<file path="config.mk">
export PLATFORM = sky130hd
export DESIGN_NAME = ask_frame_ctrl
export DESIGN_NICKNAME = d
export VERILOG_FILES = /design/src/rtl/ask_frame_ctrl.sv
export SDC_FILE = /design/constraint.sdc
export NUM_CORES = 1
export LEC_CHECK = 0
export BUFFER_PORTS_ARGS = -buffer_cell sky130_fd_sc_hd__buf_2
export CORE_MARGIN = 1
export CORE_UTILIZATION = 60
export DETAILED_ROUTE_END_ITERATION = 8
export PLACE_DENSITY = 0.83
export SYNTH_ARGS = -nofsm -noshare
export SYNTH_HDL_FRONTEND = slang
export SYNTH_SLANG_ARGS = --single-unit
</file>
<file path="constraint.sdc">
create_clock -name clk -period 3.55 [get_ports clk]
set_input_delay 0.5325 -clock clk [delete_from_list [all_inputs] [get_ports clk]]
set_output_delay 0.5325 -clock clk [all_outputs]
set_load 0.02 [all_outputs]
</file>
<file path="src/rtl/ask_frame_ctrl.sv">
// ASK (on/off keyed) frame transmitter: LFSR preamble, 8 data bits MSB first, one stop bit.
// Each bit lasts SPB clocks. The carrier is gated onto the DAC through a two-stage sine-ROM pipeline.
module ask_frame_ctrl #(
    parameter int          SPB      = 256,
    parameter int          PRE_LEN  = 15,
    parameter logic [7:0]  IDLE_LVL = 8'h80
) (
    input  logic       clk,
    input  logic       rst,
    input  logic [7:0] tx_data,
    input  logic       tx_valid,
    output logic       tx_ready,
    input  logic       abort,
    output logic [7:0] rom_addr,
    input  logic [7:0] rom_q,
    output logic       carrier_en,
    output logic [7:0] dac_data,
    output logic       busy,
    output logic       frame_done
);
    typedef enum logic [1:0] {S_IDLE, S_PRE, S_DATA, S_STOP} state_t;

    localparam logic [15:0] SPB_LAST = 16'(SPB - 1);
    localparam logic [3:0]  PRE_LAST = 4'(PRE_LEN - 1);
    localparam logic [3:0]  LFSR_SEED = 4'b1000;

    state_t      state_q, state_d;
    logic [15:0] sample_cnt_q, sample_cnt_d;
    logic [3:0]  bit_cnt_q, bit_cnt_d;
    logic [7:0]  byte_q, byte_d;
    logic [3:0]  lfsr_q, lfsr_d;
    logic        carrier_en_q, carrier_en_d;
    logic        en_d1_q, en_d1_d;
    logic [7:0]  rom_addr_q, rom_addr_d;
    logic [7:0]  dac_data_q, dac_data_d;
    logic        frame_done_q, frame_done_d;
    logic        bit_end;
    logic [15:0] sample_inc;

    assign bit_end    = (sample_cnt_q == SPB_LAST);
    assign sample_inc = bit_end ? 16'd0 : sample_cnt_q + 16'd1;

    always_comb begin
        state_d      = state_q;
        sample_cnt_d = sample_cnt_q;
        bit_cnt_d    = bit_cnt_q;
        byte_d       = byte_q;
        lfsr_d       = lfsr_q;
        carrier_en_d = carrier_en_q;
        frame_done_d = 1'b0;
        en_d1_d      = carrier_en_q;
        dac_data_d   = en_d1_q ? rom_q : IDLE_LVL;

        if (abort) begin
            state_d      = S_IDLE;
            sample_cnt_d = 16'd0;
            bit_cnt_d    = 4'd0;
            carrier_en_d = 1'b0;
        end else begin
            unique case (state_q)
                S_IDLE: begin
                    sample_cnt_d = 16'd0;
                    bit_cnt_d    = 4'd0;
                    carrier_en_d = 1'b0;
                    if (tx_valid) begin
                        state_d      = S_PRE;
                        byte_d       = tx_data;
                        lfsr_d       = LFSR_SEED;
                        carrier_en_d = LFSR_SEED[3];
                    end
                end
                S_PRE: begin
                    sample_cnt_d = sample_inc;
                    if (bit_end) begin
                        lfsr_d = {lfsr_q[2:0], lfsr_q[3] ^ lfsr_q[2]};
                        if (bit_cnt_q == PRE_LAST) begin
                            state_d      = S_DATA;
                            bit_cnt_d    = 4'd0;
                            carrier_en_d = byte_q[7];
                        end else begin
                            bit_cnt_d    = bit_cnt_q + 4'd1;
                            carrier_en_d = lfsr_d[3];
                        end
                    end
                end
                S_DATA: begin
                    sample_cnt_d = sample_inc;
                    if (bit_end) begin
                        if (bit_cnt_q == 4'd7) begin
                            state_d      = S_STOP;
                            bit_cnt_d    = 4'd0;
                            carrier_en_d = 1'b0;
                        end else begin
                            // byte_q is shifted so bit 7 is always the bit on air
                            byte_d       = {byte_q[6:0], 1'b0};
                            bit_cnt_d    = bit_cnt_q + 4'd1;
                            carrier_en_d = byte_q[6];
                        end
                    end
                end
                S_STOP: begin
                    sample_cnt_d = sample_inc;
                    if (bit_end) begin
                        state_d      = S_IDLE;
                        sample_cnt_d = 16'd0;
                        carrier_en_d = 1'b0;
                        frame_done_d = 1'b1;
                    end
                end
                default: state_d = S_IDLE;
            endcase
        end
        rom_addr_d = sample_cnt_d[7:0];
    end

    always_ff @(posedge clk) begin
        if (rst) begin
            state_q      <= S_IDLE;
            sample_cnt_q <= 16'd0;
            bit_cnt_q    <= 4'd0;
            byte_q       <= 8'd0;
            lfsr_q       <= LFSR_SEED;
            carrier_en_q <= 1'b0;
            en_d1_q      <= 1'b0;
            rom_addr_q   <= 8'd0;
            dac_data_q   <= IDLE_LVL;
            frame_done_q <= 1'b0;
        end else begin
            state_q      <= state_d;
            sample_cnt_q <= sample_cnt_d;
            bit_cnt_q    <= bit_cnt_d;
            byte_q       <= byte_d;
            lfsr_q       <= lfsr_d;
            carrier_en_q <= carrier_en_d;
            en_d1_q      <= en_d1_d;
            rom_addr_q   <= rom_addr_d;
            dac_data_q   <= dac_data_d;
            frame_done_q <= frame_done_d;
        end
    end

    assign tx_ready   = (state_q == S_IDLE);
    assign busy       = (state_q != S_IDLE);
    assign carrier_en = carrier_en_q;
    assign rom_addr   = rom_addr_q;
    assign dac_data   = dac_data_q;
    assign frame_done = frame_done_q;
endmodule

</file>
==> metrics, run 1 <==
fmax ~0.44 GHz; period utilization roughly 64%; Inst Count DP 329; CP required 3.79 ns; Area Overhead vs Synth 7.82%; synthesized area around 0.0024 mm^2; Core Region 0.00374 mm^2; IO buf count 39; min-delay src rom_q[7]; Layout Cells excl Fill 337; GRT Overall Usage 24.9%; CP arrival 2.51 ns; final WL 4790 um; Via density 5.90; kind of critical path flip-flop to flip-flop; post-synthesis sequential area ratio 37.5%; CTS tree yes; cts bufs inserted 5; clk sinks 45; Die Wd around 65 um; drt first pass iters 4; RSZ-0062 raised after global routing false; Setup Skew 0.00434 ns; Die ar. 0.00426 mm^2; Final GP Congestion 0.806; Worst VDD drop approximately 0.2 mV; post-CTS setup buffers 0; Synth Instances 264; syn_area_per_cell 9.09 um^2; Worst-Margin Slew 1.11 ns; Avg WL per Cell 14.2 um; vias in the first global route 1,915; FF+latch count, synth 45; DRC violations left 0; Initial Util 64.1%; initial DRC count between 100 and 150; MaxCap Viol Count 0; pin count of the biggest net entering global routing 24; Final min period 2.28 ns; r2r startpoint state_q[0]$_SDFFE_PP0P_; setup violators final 0; setup TNS 0 ns; Worst-path clk slew approximately 0.09 ns; hold buffers post-CTS 0; top_reg_cell synth dfxtp_1; I/O pin count 40; Hold Crit Class input port to flip-flop; CP endpoint kind flip-flop; DR vias 1,988; Pwr Density between 300 and 400 mW/mm^2; Post-DRT Antenna Nets 0; share of async-settable or async-resettable flops after synthesis 0%; Std-Cell Rows 22; post_cts resized 0; YS warnings 0; Synth cell types 47; syn_nets slightly below 300; antenna cells 0; initial antenna violation count 0; hpwl dp 3400 um; # nets final 316; worst-path fanout max 23; status finished, final reports clean; leakage 0.976 nW; CTS root buf clkbuf_8; worst-skew pair later-pin latency between 0.2 and 0.3 ns; Fin. Hold Viols 0; Startpoint Class flip-flop; Die H 65.2 um; CTS Buffer Depth 2; max-slew violations 0; max_slew headroom 25.2%; CP startpoint state_q[0]$_SDFFE_PP0P_; first-pass GRT wire length about 8400 um; CTS H-tree lvls 2; EDFF count, synth 0; grt ovf 0; layout cells sized above 1 roughly 23%
## through the flow
stage	setup WS, ns	hold slack [ns]	util (%)	power, mW	area [um^2]
final	1.27	0.430	69.1	0.934	2590
after global routing	1.07	0.417	69.1	0.979	2590
after CTS	1.32	0.421	69.1	0.941	2590
after detailed placement	1.34	0.456	66.7	0.628	2500
after global placement	1.36	0.458	66.7	0.624	2500
after floorplan	1.65	0.443	-	0.599	2400
## cell usage after synthesis (7+ instances only)
library cell	instances	share of area, %
dfxtp_1	45	38
a32oi_1	7	2.6
nand2_1	17	2.7
or3_1	7	1.8
nand4_1	14	3.6
and2_1	7	1.8
nand3_1	19	4.0
nor2_4	8	3.8
a21oi_1	13	2.7
o21ai_0	15	3.1
ha_1	8	4.2
clkbuf_1	7	1.1
buf_4	8	2.5
inv_1	11	1.7
## worst max-delay path: stages, from the launching register on
cell and delay [ns]:
dfxtp_1 0.39, inv_1 0.10, ha_1 0.46, nor4_1 1.03
a32oi_1 0.09, nand3_1 0.14
## cell type report
type                    instances  area (um^2)
repair buffers                 40          203
inverters                      11         41.3
multi-input cells             185         1290
flip-flops and latches         45          901
clock inverters                 3         22.5
fillers                       325         1160
well taps                      48         60.1
clock buffers                   5         68.8
## routing by layer
metal  track usage, %  share of wire (%)  vias up
met3             5.38                4.6        2
met5                0                  0        -
met1             30.6                 44      934
met4             5.98               0.21        0
li1                 -                  -     1000
met2             43.9                 51       52
## layout by cell type (no fill, tap or decap), drive strengths merged, types with 2 or more instances in the layout
master / n
nor2b: 6
nor2: 13
nand2b: 4
inv: 11
mux2i: 5
nand4: 14
and2: 7
nor4: 6
and3: 3
nand3: 19
clkbuf: 5
o31ai: 2
a32oi: 7
a21oi: 14
ha: 8
o2111ai: 6
or2: 3
nor4bb: 3
and4: 3
nand2: 17
buf: 40
o21ai: 15
or3: 7
xnor2: 5
xor2: 5
clkinv: 3
dfxtp: 45
## flip-flops by register name, summed over array words and instances (netlist names)
name          count
sample_cnt_q     16
carrier_en        1
lfsr_q            4
bit_cnt_q         4
dac_data          8
en_d1_q           1
state_q           2
byte_q            8
frame_done        1
## cells by family (layout without fill, tap and decap cells)
logic type	Yosys count	after routing	share of synthesized area (%)
DFF	45	45	37.5
and+or+nand+nor	111	111	29.3
AOI/OAI and AO/OA	50	50	14.1
adders and majority gates	8	8	4.17
buffers and inverters	34	59	8.65
xor gates and xnor gates	10	10	3.65
muxes	6	6	2.55
## power by group
group	total, mW	internal, mW	switching, mW
logic	0.0942	0.0369	0.0574
registers	0.522	0.514	0.00795
clock network	0.317	0.140	0.177
## final timing paths
kind / to / slack (ns) / cells after the start
setup reg to reg: byte_q[6]$_SDFFE_PP0P_ / 1.27 / 5
hold / removal: dac_data[7]$_SDFF_PP1_ / 0.43 / 2
setup / recovery: byte_q[6]$_SDFFE_PP0P_ / 1.27 / 5
hold reg to reg: sample_cnt_q[0]$_SDFF_PP0_ / 0.48 / 1
(Power assumes the default switching activity.)
==> run 2: changes to the inputs <==
- ABC_AREA: not set -> 1
- CORE_UTILIZATION: 60 -> 50
- PLACE_DENSITY: 0.83 -> 0.74
- clock period: 3.55 -> 2 ns (I/O delays scaled with it)
==> run 2 against run 1 <==
  * Combinational power increased to 4.3 times the previous value
  * Clock skew about the same
  * Global-route usage decreased by 6.9 points
  * Clock power increased by 120%
  * Setup slack got worse by 1.0 ns
  * Die area increased by 14%
  * Synthesized cell count increased by 13%
  * Area after synthesis decreased by 4.3%
  * First-iteration DRC count decreased by 40%
  * Critical path type unchanged
  * Critical endpoint is now byte_q[5]$_SDFFE_PP0P_
  * Largest cell class unchanged
==> metrics, run 2 <==
Core Region 0.00438 mm^2; Sw Share between 20 and 30%; syn_nets 326; worst-skew pair later-pin latency 0.29 ns; drt first pass iters 4; hpwl dp 3130 um; Die H 69.8 um; GRT Overall Usage 18.0%; Final min period 1.72 ns; post_cts resized 0; share of async-settable or async-resettable flops after synthesis 0%; Via density approximately 4.8; CTS root buf clkbuf_8; CP endpoint kind flip-flop; largest reg by FF count sample_cnt_q; DRC violations left 0; top_reg_cell synth dfxtp_1; Int Power between 1.5 and 2 mW; Die ar. 0.00487 mm^2; pin count of the biggest net entering global routing 15; final WL between 4000 and 5000 um; Post-synth top cells nand2_1, nor2_1, dfxtp_1; Area Overhead vs Synth 13.0%; Worst-path clk slew 0.08 ns; status finished, final reports clean; leakage 1.11 nW; MaxCap Viol Count 0; most common cell after layout, fill and taps aside nand2_1; IO buf count 39; Synth cell types 38; NetSw about 600 uW; WHS 0.192 ns; largest area contributor in the netlist dfxtp_1; cts bufs inserted 5; FF+latch count, synth 45; max_slew headroom 76.5%; initial DRC count 83; # nets final 362; most frequent cell after synthesis nand2_1; grt ovf 0; Post-DRT Antenna Nets 0; Final GP Congestion 0.889; post-layout util 59.2%; combinational group share of total power roughly a fifth; clk sinks 45; YS warnings 0; RSZ-0062 raised after global routing false; CTS Buffer Depth 2; post-synth top area share 39.2%; period utilization between 80 and 90%; max-slew violations 0; most frequent cells in the layout nand2_1, nor2_1, dfxtp_1, buf_2, inv_1; ranking of synthesized cells by area dfxtp_1, nand2_1, nor2_1; Fin. Hold Viols 0; DP Worst Slack 0.288 ns; CP arrival between 1.5 and 2 ns; register share of total power 46.8%; antenna cells 0; setup violators final 0; layout cells sized above 1 about a quarter; post-synthesis sequential area ratio 39.2%; fmax 0.580 GHz; Die Wd 69.8 um; setup TNS 0 ns; initial antenna violation count 0; vias in the first global route 1,747; setup ws final roughly 0.28 ns; Worst-Margin Slew 0.351 ns; first-pass GRT wire length 7190 um; kind of critical path flip-flop to flip-flop; CP required 2.19 ns; post-CTS setup buffers 0; CTS tree yes; Setup Skew 0.00442 ns; Startpoint Class flip-flop; Worst VDD drop 0.436 mV; CTS H-tree lvls 2; EDFF count, synth 0; DR vias 1,868; Pwr Density 803 mW/mm^2; Synth Instances 298; Avg WL per Cell 10.5 um; hold buffers post-CTS 0; max reg flops 16; Tot Pwr between 2 and 2.5 mW; syn_area_per_cell 7.70 um^2; synthesized area between 0.002 and 0.0025 mm^2; worst-path fanout max 14; Initial Util 52.4%; Std-Cell Rows 24; I/O pin count 40; clock group share of total power 33.8%; Hold Crit Class input port to flip-flop
==> run 2: changes by cell type in the layout (fill, tap and decap cells not counted), moves of 7 or more <==
cell     change
nand2_1     +37
a32oi_1      -7
nand4_1     -11
o21ai_0      -8
nor2_2       +9
nor2_1      +43
or3_1        -7
inv_1       +20
==> run 2: routing by layer <==
layer / share of wire (%) / global-route usage (%)
met5: 0 / 0
met4: 1.1 / 5.78
met3: 3.6 / 4.65
met2: 48 / 30.4
met1: 48 / 22.3
==> run 2: cell families after synthesis <==
family / count (synthesis) / share of synthesized area, %
and+or+nand+nor: 156 / 33.2
buffers and inverters: 49 / 10.2
DFF: 45 / 39.2
AOI/OAI and AO/OA: 29 / 8.39
adders and majority gates: 8 / 4.36
muxes: 7 / 3.05
xor gates and xnor gates: 4 / 1.53
==> run 2: through the flow <==
stage          instances  area, um^2
6_report             387        2590
5_1_grt              387        2590
4_1_cts              387        2590
3_5_place_dp         379        2480
3_3_place_gp         379        2480
2_1_floorplan        298        2300
==> run 2: path summary, 6_finish.rpt <==
path	start	endpoint	slack, ns	depth (start not counted)
worst max-delay path	state_q[0]$_SDFFE_PP0P_	byte_q[5]$_SDFFE_PP0P_	0.28	11
worst min-delay path	rom_q[7]	dac_data[7]$_SDFF_PP1_	0.19	2
worst max register to register	state_q[0]$_SDFFE_PP0P_	byte_q[5]$_SDFFE_PP0P_	0.28	11
worst min register to register	sample_cnt_q[0]$_SDFF_PP0_	sample_cnt_q[0]$_SDFF_PP0_	0.47	1
==> run 2: layout make-up <==
cell class	count	area [um^2]
flip-flops and latches	45	901
fillers	413	1790
clock buffers	7	86.3
clock inverters	1	30.0
inverters	38	149
multi-input cells	204	1160
well taps	52	65.1
repair buffers	40	203
==> run 2: power groups by stage <==
stage	combinational [mW]	clock, mW	sequential (mW)
after floorplan	0.320	0	0.996
after global placement	0.397	0	0.995
after detailed placement	0.406	0	0.997
after CTS	0.408	0.723	0.976
after global routing	0.463	0.759	0.982
final	0.406	0.704	0.975
==> run 2: worst max-delay path: stages, from the launching register on <==
cell,delay [ns]
dfxtp_1,0.36
inv_1,0.10
ha_1,0.24
inv_2,0.10
or2_4,0.15
nand2_4,0.06
nor2_4,0.12
nand2_1,0.12
nand2_4,0.18
nand2_1,0.08
nand2_1,0.08
nor2_2,0.04
